===== config.mk =====
export PLATFORM = sky130hd
export DESIGN_NAME = fact_cu
export DESIGN_NICKNAME = d
export VERILOG_FILES = /design/src/rtl/fact_pkg.sv /design/src/rtl/fact_cu.sv
export SDC_FILE = /design/constraint.sdc
export NUM_CORES = 1
export LEC_CHECK = 0
export ABC_AREA = 1
export BUFFER_PORTS_ARGS = -buffer_cell sky130_fd_sc_hd__buf_2
export CAP_MARGIN = 20
export CORE_AREA = 2 2 39 41
export DETAILED_ROUTE_END_ITERATION = 6
export DIE_AREA = 0 0 41 43
export PLACE_DENSITY_LB_ADDON = 0.12
export SLEW_MARGIN = 20
export SYNTH_ARGS = -nofsm -noshare
export SYNTH_HDL_FRONTEND = slang
export SYNTH_SLANG_ARGS = --single-unit
export TNS_END_PERCENT = 5

===== constraint.sdc =====
create_clock -name clk -period 1.4 [get_ports clk]
set_input_delay 0.28 -clock clk [delete_from_list [all_inputs] [get_ports clk]]
set_output_delay 0.28 -clock clk [all_outputs]
set_load 0.02 [all_outputs]

===== src/rtl/fact_pkg.sv =====
// Shared types and widths for the factorial accelerator: FSM state, control bundle, decode helper.
package fact_pkg;

  localparam int unsigned FACT_N_MAX = 12;
  localparam int unsigned FACT_N_W   = 4;
  localparam int unsigned FACT_OUT_W = 32;

  typedef enum logic [2:0] {
    S_IDLE  = 3'd0,
    S_LOAD  = 3'd1,
    S_CHECK = 3'd2,
    S_MUL   = 3'd3,
    S_DONE  = 3'd4,
    S_ERROR = 3'd5
  } fact_state_t;

  typedef struct packed {
    logic sel1;
    logic sel2;
    logic reg_load;
    logic cnt_load;
    logic cnt_en;
    logic done;
    logic err;
    logic busy;
  } fact_ctrl_t;

  // Moore output decode for a given state; unused encodings decode to all-zero.
  function automatic fact_ctrl_t fact_decode(input fact_state_t st);
    fact_ctrl_t c;
    c = '0;
    case (st)
      S_LOAD: begin
        c.cnt_load = 1'b1;
        c.reg_load = 1'b1;
        c.busy     = 1'b1;
      end
      S_CHECK: c.busy = 1'b1;
      S_MUL: begin
        c.sel1     = 1'b1;
        c.reg_load = 1'b1;
        c.cnt_en   = 1'b1;
        c.busy     = 1'b1;
      end
      S_DONE: begin
        c.sel2 = 1'b1;
        c.done = 1'b1;
      end
      S_ERROR: begin
        c.done = 1'b1;
        c.err  = 1'b1;
      end
      default: c = '0;
    endcase
    return c;
  endfunction

endpackage


===== src/rtl/fact_cu.sv =====
// Factorial datapath control unit: Moore FSM with four-phase go/done handshake.
// Optional FACT_CU_ABORT_EN adds an abort input that cancels a running computation.
module fact_cu
  import fact_pkg::*;
(
  input  logic clk,
  input  logic reset,
  input  logic go,
`ifdef FACT_CU_ABORT_EN
  input  logic abort,
`endif
  input  logic GT_flag,
  input  logic Err,
  output logic sel1,
  output logic sel2,
  output logic reg_load,
  output logic cnt_load,
  output logic cnt_en,
  output logic done,
  output logic err,
  output logic busy
);

  fact_state_t state;
  fact_state_t state_next;
  fact_ctrl_t  ctrl;

  // Outputs are flopped from the next-state decode so they track the state register exactly.
  always_ff @(posedge clk or posedge reset) begin
    if (reset) begin
      state <= S_IDLE;
      ctrl  <= '0;
    end else begin
      state <= state_next;
      ctrl  <= fact_decode(state_next);
    end
  end

  always_comb begin
    state_next = state;
    case (state)
      S_IDLE:  if (go) state_next = Err ? S_ERROR : S_LOAD;
      S_LOAD:  state_next = S_CHECK;
      S_CHECK: state_next = GT_flag ? S_MUL : S_DONE;
      S_MUL:   state_next = S_CHECK;
      S_DONE:  if (!go) state_next = S_IDLE;
      S_ERROR: if (!go) state_next = S_IDLE;
      default: state_next = S_IDLE;
    endcase
`ifdef FACT_CU_ABORT_EN
    // Abort overrides every other transition, but only while busy.
    if (abort && (state == S_LOAD || state == S_CHECK || state == S_MUL))
      state_next = S_IDLE;
`endif
  end

  assign sel1     = ctrl.sel1;
  assign sel2     = ctrl.sel2;
  assign reg_load = ctrl.reg_load;
  assign cnt_load = ctrl.cnt_load;
  assign cnt_en   = ctrl.cnt_en;
  assign done     = ctrl.done;
  assign err      = ctrl.err;
  assign busy     = ctrl.busy;

endmodule


======== Word level (Yosys, flattened, before mapping) ========
Cells that the tools add are included.
storage, ports and cells
  register bits ........................... 10
  bits of input ports ..................... 5
  output and inout bits ................... 8
  word-level logic and storage cells ...... 36
cells by class
  equal/unequal tests ..................... 10
  mux-type cells .......................... 12
  reductions and logical operators ........ 6
operators by type and width
  kind                count
  $eq 3x2->1 const B  4
  $eq 3x3->1 const B  4
  $mux 3              4
  $pmux 3 s4          1
  $reduce_or 2->1     4
  $mux 1              7
  $eq 3x1->1 const B  2
  $logic_not 3->1     1
  $reduce_or 3->1     1

======== Logic depth before layout (Yosys ltp) ========
Gate-level depths: netlist of run 1.
  depth in word-level cells ............... 6
  mapped depth ............................ 6
  depth with buffers taken out ............ 6

======== Least setup slack after synthesis of run 1 ========
Ideal clock, no wire load.
  kind .................................... register to register
  from .................................... reg state[2]
  to ...................................... reg ctrl (netlist bit busy)
  library setup time ...................... 0.117 ns
  data arrival time ....................... 0.876 ns
  data required time ...................... 1.283 ns
  setup slack ............................. 0.407 ns
  stages on the path, launching flop included .. 7
  path buffers ............................ 0
  period minus slack after synthesis ...... 0.993 ns
  cell sequence ........................... dfrtp_1 nand2_1 clkinv_1 nand2_1 nand3_2 nor2_2 nor2_2
between the ends
  longest elaborated chain between the ends .. 6
  elaborated cells between the ends (all ways) .. 16
  classes of those cells .................. eq/ne (8); mux (4); reduce/logical (4)
ends and longest elaborated chain
  element                                   line            text
  start: declaration                        fact_cu.sv:24   fact_state_t state;
  start signal: assignment                  fact_cu.sv:34   state <= state_next;
  $eq 3x3->1 (tied with other cells)        fact_cu.sv:41   case (state)
  $reduce_or 2->1 (no source line)          --
  $pmux 3 s4 *                              fact_cu.sv:41
  named net state_next[0]                   fact_cu.sv:25   fact_state_t state_next;
  $eq 3x2->1 or $eq 3x1->1 (tied branches)  fact_pkg.sv:32  case (st)
  $reduce_or 3->1 (no source line) *        --
  $mux 1 *                                  fact_pkg.sv:32
  end signal: assignment                    fact_cu.sv:35   ctrl <= fact_decode(state_next);
  end: declaration                          fact_cu.sv:26   fact_ctrl_t ctrl;
Mark *: on every way through the listed nets, which the timed path passes. The rest lies on a longest branch.

======== Worst setup path after layout of run 1 ========
  from .................................... reg state[1]
  to ...................................... reg ctrl (netlist bit sel2)
between the ends
  longest elaborated chain between the ends .. 5
  elaborated cells between the ends (all ways) .. 13
  classes of those cells .................. eq/ne (6); mux (4); reduce/logical (3)
ends and longest elaborated chain
  element                             line
  $eq 3x3->1 (tied with other cells)  fact_cu.sv:41
  $reduce_or 2->1 (no source line)    --
  $pmux 3 s4 *                        fact_cu.sv:41
  $eq 3x3->1 *                        fact_pkg.sv:32
  $mux 1 *                            fact_pkg.sv:32
Mark *: on every way between the ends. The rest lies on a longest branch, timed or not.

==> flow_metrics.tcl, run 1 <==
set metrics [dict create \
    status "completed" \
    hp-class "in2reg" \
    powerDensity_nw_per_um2 2160 \
    wl_per_cell_um 9.07 \
    h-tree-depth 1 \
    path_max_fanout 5 \
    post_drt_via_cell_ratio 4.08 \
    finalClockSkew_ns 0.00157 \
    async_reset_ff_share_pct 100 \
    syn-cell-area_um2 445 \
    worstSetupPathType "reg2reg" \
    clockRootBuffer "clkbuf_4" \
    portBuffers 12 \
    ys_ff_latch 10 \
    setup_tns_ns 0 \
    arrival_ns 1.28 \
    syn_nets 47 \
    drive_above_1_share_pct 53.4 \
    r2r_slack_ns 0.32 \
    grt_pass1_wl_mm 1.16 \
    synthTopCellsByCount "dfrtp_1 (10), inv_1 (8), nand2_1 (6)" \
    dieHeight_um 43 \
    start_kind "register" \
    place_area_um2 518 \
    cp.required_ns 1.59 \
    drv_slew 0 \
    setup_viol 0 \
    maxCapViolations 0 \
    grt_pass1_vias 283 \
    max_stage_delay_ns 0.44 \
    routabilityCongestion 0.659 \
    cts_buffers 3 \
    rows 14 \
    synthCells 42 \
    post-route-util_pct 40.8 \
    ys.flop_type "dfrtp_1" \
    drt_first_pass_iters 2 \
    crit_slowest_cell "dfrtp_1" \
    grt_util_all_layers_pct 10.3 \
    fmax_mhz 924 \
    final_area_um2 564 \
    antenna_cells 0 \
    synth.avg_cell_area_um2 10.6 \
    cts.clk_slew.worst_paths_ns 0.07 \
    core_area_um2 1380 \
    fin_crit_sh_pct 77.3 \
    synth_top_area_share_pct 56.2 \
    ant_nets 0 \
    final_hold_viol_count 0 \
    clock-sinks 10 \
    power_leakage_nw 0.331 \
    drtIter0Drc 1 \
    yosysSeqAreaShare_pct 56.2 \
    ir_worst_vdd_mv 0.723 \
    area_growth_pct 26.7 \
    worst_pin_slew_ns 0.359 \
    cts_tree "built" \
    grt_antenna_before_repair 0 \
    dpl.hpwl_um 538 \
    synth_top_cell_by_area "dfrtp_1" \
    relSlewSlack_pct 76.0 \
    path_cells "nor2_2 > nand3_2 > nand3_4 > nand2_2 > nor2_1" \
    post_cts_resized 0 \
    synth_edf_count 0 \
    yosysWarnings 0 \
    die_area_um2 1760 \
    fill_cells 142 \
    worst_setup_path_end_kind "register" \
    insertion_delay_ns 0.26 \
    die-width_um 41 \
    clockBufferDepth 2 \
    yosysUniqueCellTypes 14 \
    grt_setup_unrepaired "false" \
    critPathBufInv 0 \
    post-synth-top-count-cell "dfrtp_1" \
    pin_count 13 \
    vias 302 \
    netlist_top_cells_area "dfrtp_1 (56%), nand3_2 (9.0%), inv_1 (6.7%)" \
    crit_family "simple AND/OR/NAND/NOR gates" \
    initial_utilization_pct 32.2 \
    drc_errors 0 \
    wl_um 671 \
    fin_nets 64 \
    overflow 0 \
    period_needed_ns 1.08 \
    grt_max_degree 11 \
]
final cells by class:
class | instances | area (um2) | area share (%)
well taps | 16 | 20.0 | 3.55
flip-flops and latches | 10 | 250 | 44.3
inverters | 10 | 37.5 | 6.65
repair buffers | 13 | 70.1 | 12.4
multi-input cells | 21 | 150 | 26.6
clock buffers | 4 | 36.3 | 6.43
state kept, by name, summed over array words and instances, names as in the netlist:
signal    count
state         3
busy          1
cnt_en        1
cnt_load      1
done          1
err           1
reg_load      1
sel2          1
final timing paths:
kind | start | to | cells past startpoint
min in group asynchronous | reset | reg_load | 3
worst max-delay path | state[1] | sel2 | 5
max in group asynchronous | reset | state[1] | 3
worst min register to register | state[2] | state[1] | 1
worst min-delay path | GT_flag | cnt_en | 3
worst max register to register | state[1] | sel2 | 5
timing repair:
item	in CTS	in global routing
hold endpoints to repair	10	0
buffers inserted	0	0
hold buffers	1	0
through the flow:
stage                     total power (W)  setup WS (ns)  cells  hold WS, ns
after global placement           0.000973          0.317     69        0.270
final                             0.00122          0.318     74        0.335
after detailed placement         0.000972          0.322     69        0.271
after global routing              0.00132          0.226     74        0.368
after CTS                         0.00124          0.304     74        0.337
after floorplan                  0.000851          0.407     42        0.120
layer usage:
metal / global-route usage (%) / vias to the layer above / share of wire [%]
li1: - / 155 / -
met1: 14.0 / 134 / 45
met2: 12.8 / 11 / 44
met3: 3.14 / 2 / 9.5
met4: 8.00 / 0 / 1.2
met5: 0 / - / 0
worst reg2reg max path: stages (launching register included):
cell and delay (ns):
dfrtp_1 0.44, nor2_2 0.19, nand3_2 0.11, nand3_4 0.11, nand2_2 0.08, nor2_1 0.09
where the power goes:
| part | internal [W] | switching (W) |
|---|---|---|
| clock network | 0.000158 | 0.0000990 |
| registers | 0.000393 | 0.0000709 |
| logic | 0.000175 | 0.000320 |
layout by cell type, fill, tap and decap left out:
| cell | instances |
|---|---|
| a21oi_2 | 1 |
| buf_2 | 12 |
| clkbuf_4 | 3 |
| clkbuf_8 | 1 |
| clkinv_1 | 1 |
| dfrtp_1 | 10 |
| dlygate4sd3_1 | 1 |
| inv_1 | 8 |
| inv_2 | 1 |
| nand2_1 | 6 |
| nand2_2 | 2 |
| nand3_2 | 4 |
| nand3_4 | 1 |
| nor2_1 | 1 |
| nor2_2 | 4 |
| nor2_4 | 1 |
| o21ai_2 | 1 |
cells by family (layout without fill, tap and decap cells):
logic type             count (synthesis)  count (layout)  synth area share, %
buffers and inverters                 11              27                 10.1
AO/OA/AOI/OAI                          2               2                 3.93
flip-flops                            10              10                 56.2
AND/OR/NAND/NOR                       19              19                 29.8
No activity file was read; power rests on OpenSTA's default activity.
==> run 2, diff against run 1 <==
- clock period: 1.4 -> 1.05 ns (I/O delays scaled with it)
==> run 2 against run 1 <==
Sequential share of layout area decreased by 1.3 points; clock power increased by 30%; flip-flop and latch count unchanged; the run now ends with setup timing left; largest power group unchanged.
==> flow_metrics.tcl, run 2 (synthesis gave the netlist of run 1 again) <==
set metrics [dict create \
    max_stage_delay_ns 0.44 \
    clockRootBuffer "clkbuf_4" \
    path_max_fanout 4 \
    cts_tree "built" \
    insertion_delay_ns 0.26 \
    drive_above_1_share_pct 59.3 \
    wl_per_cell_um 8.91 \
    pin_count 13 \
    area_growth_pct 31.7 \
    fin_nets 65 \
    clockBufferDepth 2 \
    crit_family "simple AND/OR/NAND/NOR gates" \
    powerDensity_nw_per_um2 2860 \
    grt_pass1_vias 309 \
    post_drt_via_cell_ratio 4.17 \
    dp_slack_ns -0.0343 \
    arrival_ns 1.22 \
    worst_slack_ns -0.0156 \
    drt_first_pass_iters 2 \
    grt_pass1_wl_mm 1.21 \
    timing.rr.start "state[2]" \
    dpl.hpwl_um 547 \
    vias 313 \
    final_cells 75 \
    critPathBufInv 1 \
    register_area_um2 253 \
    drtIter0Drc 2 \
    top_register "state" \
    relSlewSlack_pct 75.8 \
    grt_max_degree 11 \
    power_w 0.00168 \
    ir_worst_vdd_mv 0.963 \
    path_cells "nand2_1 > clkinv_1 > nand2_1 > nand3_2 > nor2_2 > nor2_2" \
    die-width_um 41 \
    maxCapViolations 0 \
    grt_setup_unrepaired "true" \
    wl_um 668 \
    start_kind "register" \
    critPathLaunch "state[2]" \
    portBuffers 12 \
    fill_cells 140 \
    r2r_slack_ns -0.02 \
    fin_crit_sh_pct 101 \
    h-tree-depth 1 \
    core_area_um2 1380 \
    hp-class "in2reg" \
    largest_reg_flops 3 \
    dieHeight_um 43 \
    worst_pin_slew_ns 0.362 \
    cts.clk_slew.worst_paths_ns 0.06 \
    cp.required_ns 1.20 \
    crit_slowest_cell "dfrtp_2" \
    routabilityCongestion 0.626 \
    final_hold_viol_count 0 \
    finalClockSkew_ns 0.00277 \
    most-common-layout-cells "buf_2 (12), inv_1 (8), dfrtp_1 (8)" \
    period_needed_ns 1.07 \
    clock-sinks 10 \
    cts_buffers 3 \
    drv_slew 0 \
    antenna_cells 0 \
    fmax_mhz 938 \
    hold_start "GT_flag" \
    worstSetupPathType "reg2reg" \
    initial_utilization_pct 32.2 \
    overflow 0 \
    mostFrequentLayoutCell "buf_2" \
    setup_viol 2 \
    ant_nets 0 \
    multi_input_area_um2 163 \
    drc_errors 0 \
    status "finished with violations" \
    grt_util_all_layers_pct 10.4 \
    placed_cells 69 \
    rows 14 \
    grt_antenna_before_repair 0 \
    die_area_um2 1760 \
    violations "setup timing" \
    worst_setup_path_end_kind "register" \
    power_leakage_nw 0.336 \
]
## run 2: cell count changes in the layout (fill, tap and decap cells not counted), sizes merged
cell  change
buf       +1
## run 2: stage by stage
stage	utilization (%)	cell area, um2	setup TNS [ns]	hold WS [ns]
final	42.4	587	-0.0169	0.262
after global routing	42.4	587	-0.405	0.279
after CTS	41.9	579	-0.0431	0.263
after global placement	37.4	518	-0.0768	0.200
after detailed placement	37.4	518	-0.0629	0.199
after floorplan	-	445	0	0.0502
## run 2: worst paths after layout
path                            depth (start not counted)       end
worst min-delay path                                    3    cnt_en
max in group asynchronous                               3  state[2]
worst max register to register                          6      busy
min in group asynchronous                               3      done
worst min register to register                          2  state[1]
worst max-delay path                                    6      busy
## run 2: report_power, final
group	switching, W	total [W]	leakage [nW]	internal (W)
Sequential	0.0000973	0.000628	0.128	0.000531
Clock	0.000124	0.000334	0.0210	0.000210
Combinational	0.000457	0.000718	0.187	0.000261
Total	0.000678	0.00168	0.336	0.00100
## run 2: area by class of cell
class / instances / share of cell area [%]
inverters: 10 / 6.40
multi-input cells: 21 / 27.7
well taps: 16 / 3.41
flip-flops and latches: 10 / 43.1
repair buffers: 14 / 13.2
clock buffers: 4 / 6.18
## run 2: metal layers
layer	GRT usage (%)	vias to the layer above	share of wire (%)
met4	6.00	0	0.60
met5	0	-	0
met1	11.7	138	44
met3	4.71	2	9.9
met2	15.3	13	45
li1	-	160	-
## run 2: worst min-delay path, stage by stage
cell,delay [ns]
buf_2,0.11
nand3_2,0.11
inv_1,0.05
## run 2: timing repair
item / in CTS / in global routing
setup endpoints to repair: 5 / 7
buffers inserted: 1 / 0
hold buffers: 1 / 0
pin swaps: 3 / 3
hold endpoints to repair: 10 / 0
resized for setup: 3 / 2
cloned: 0 / 0
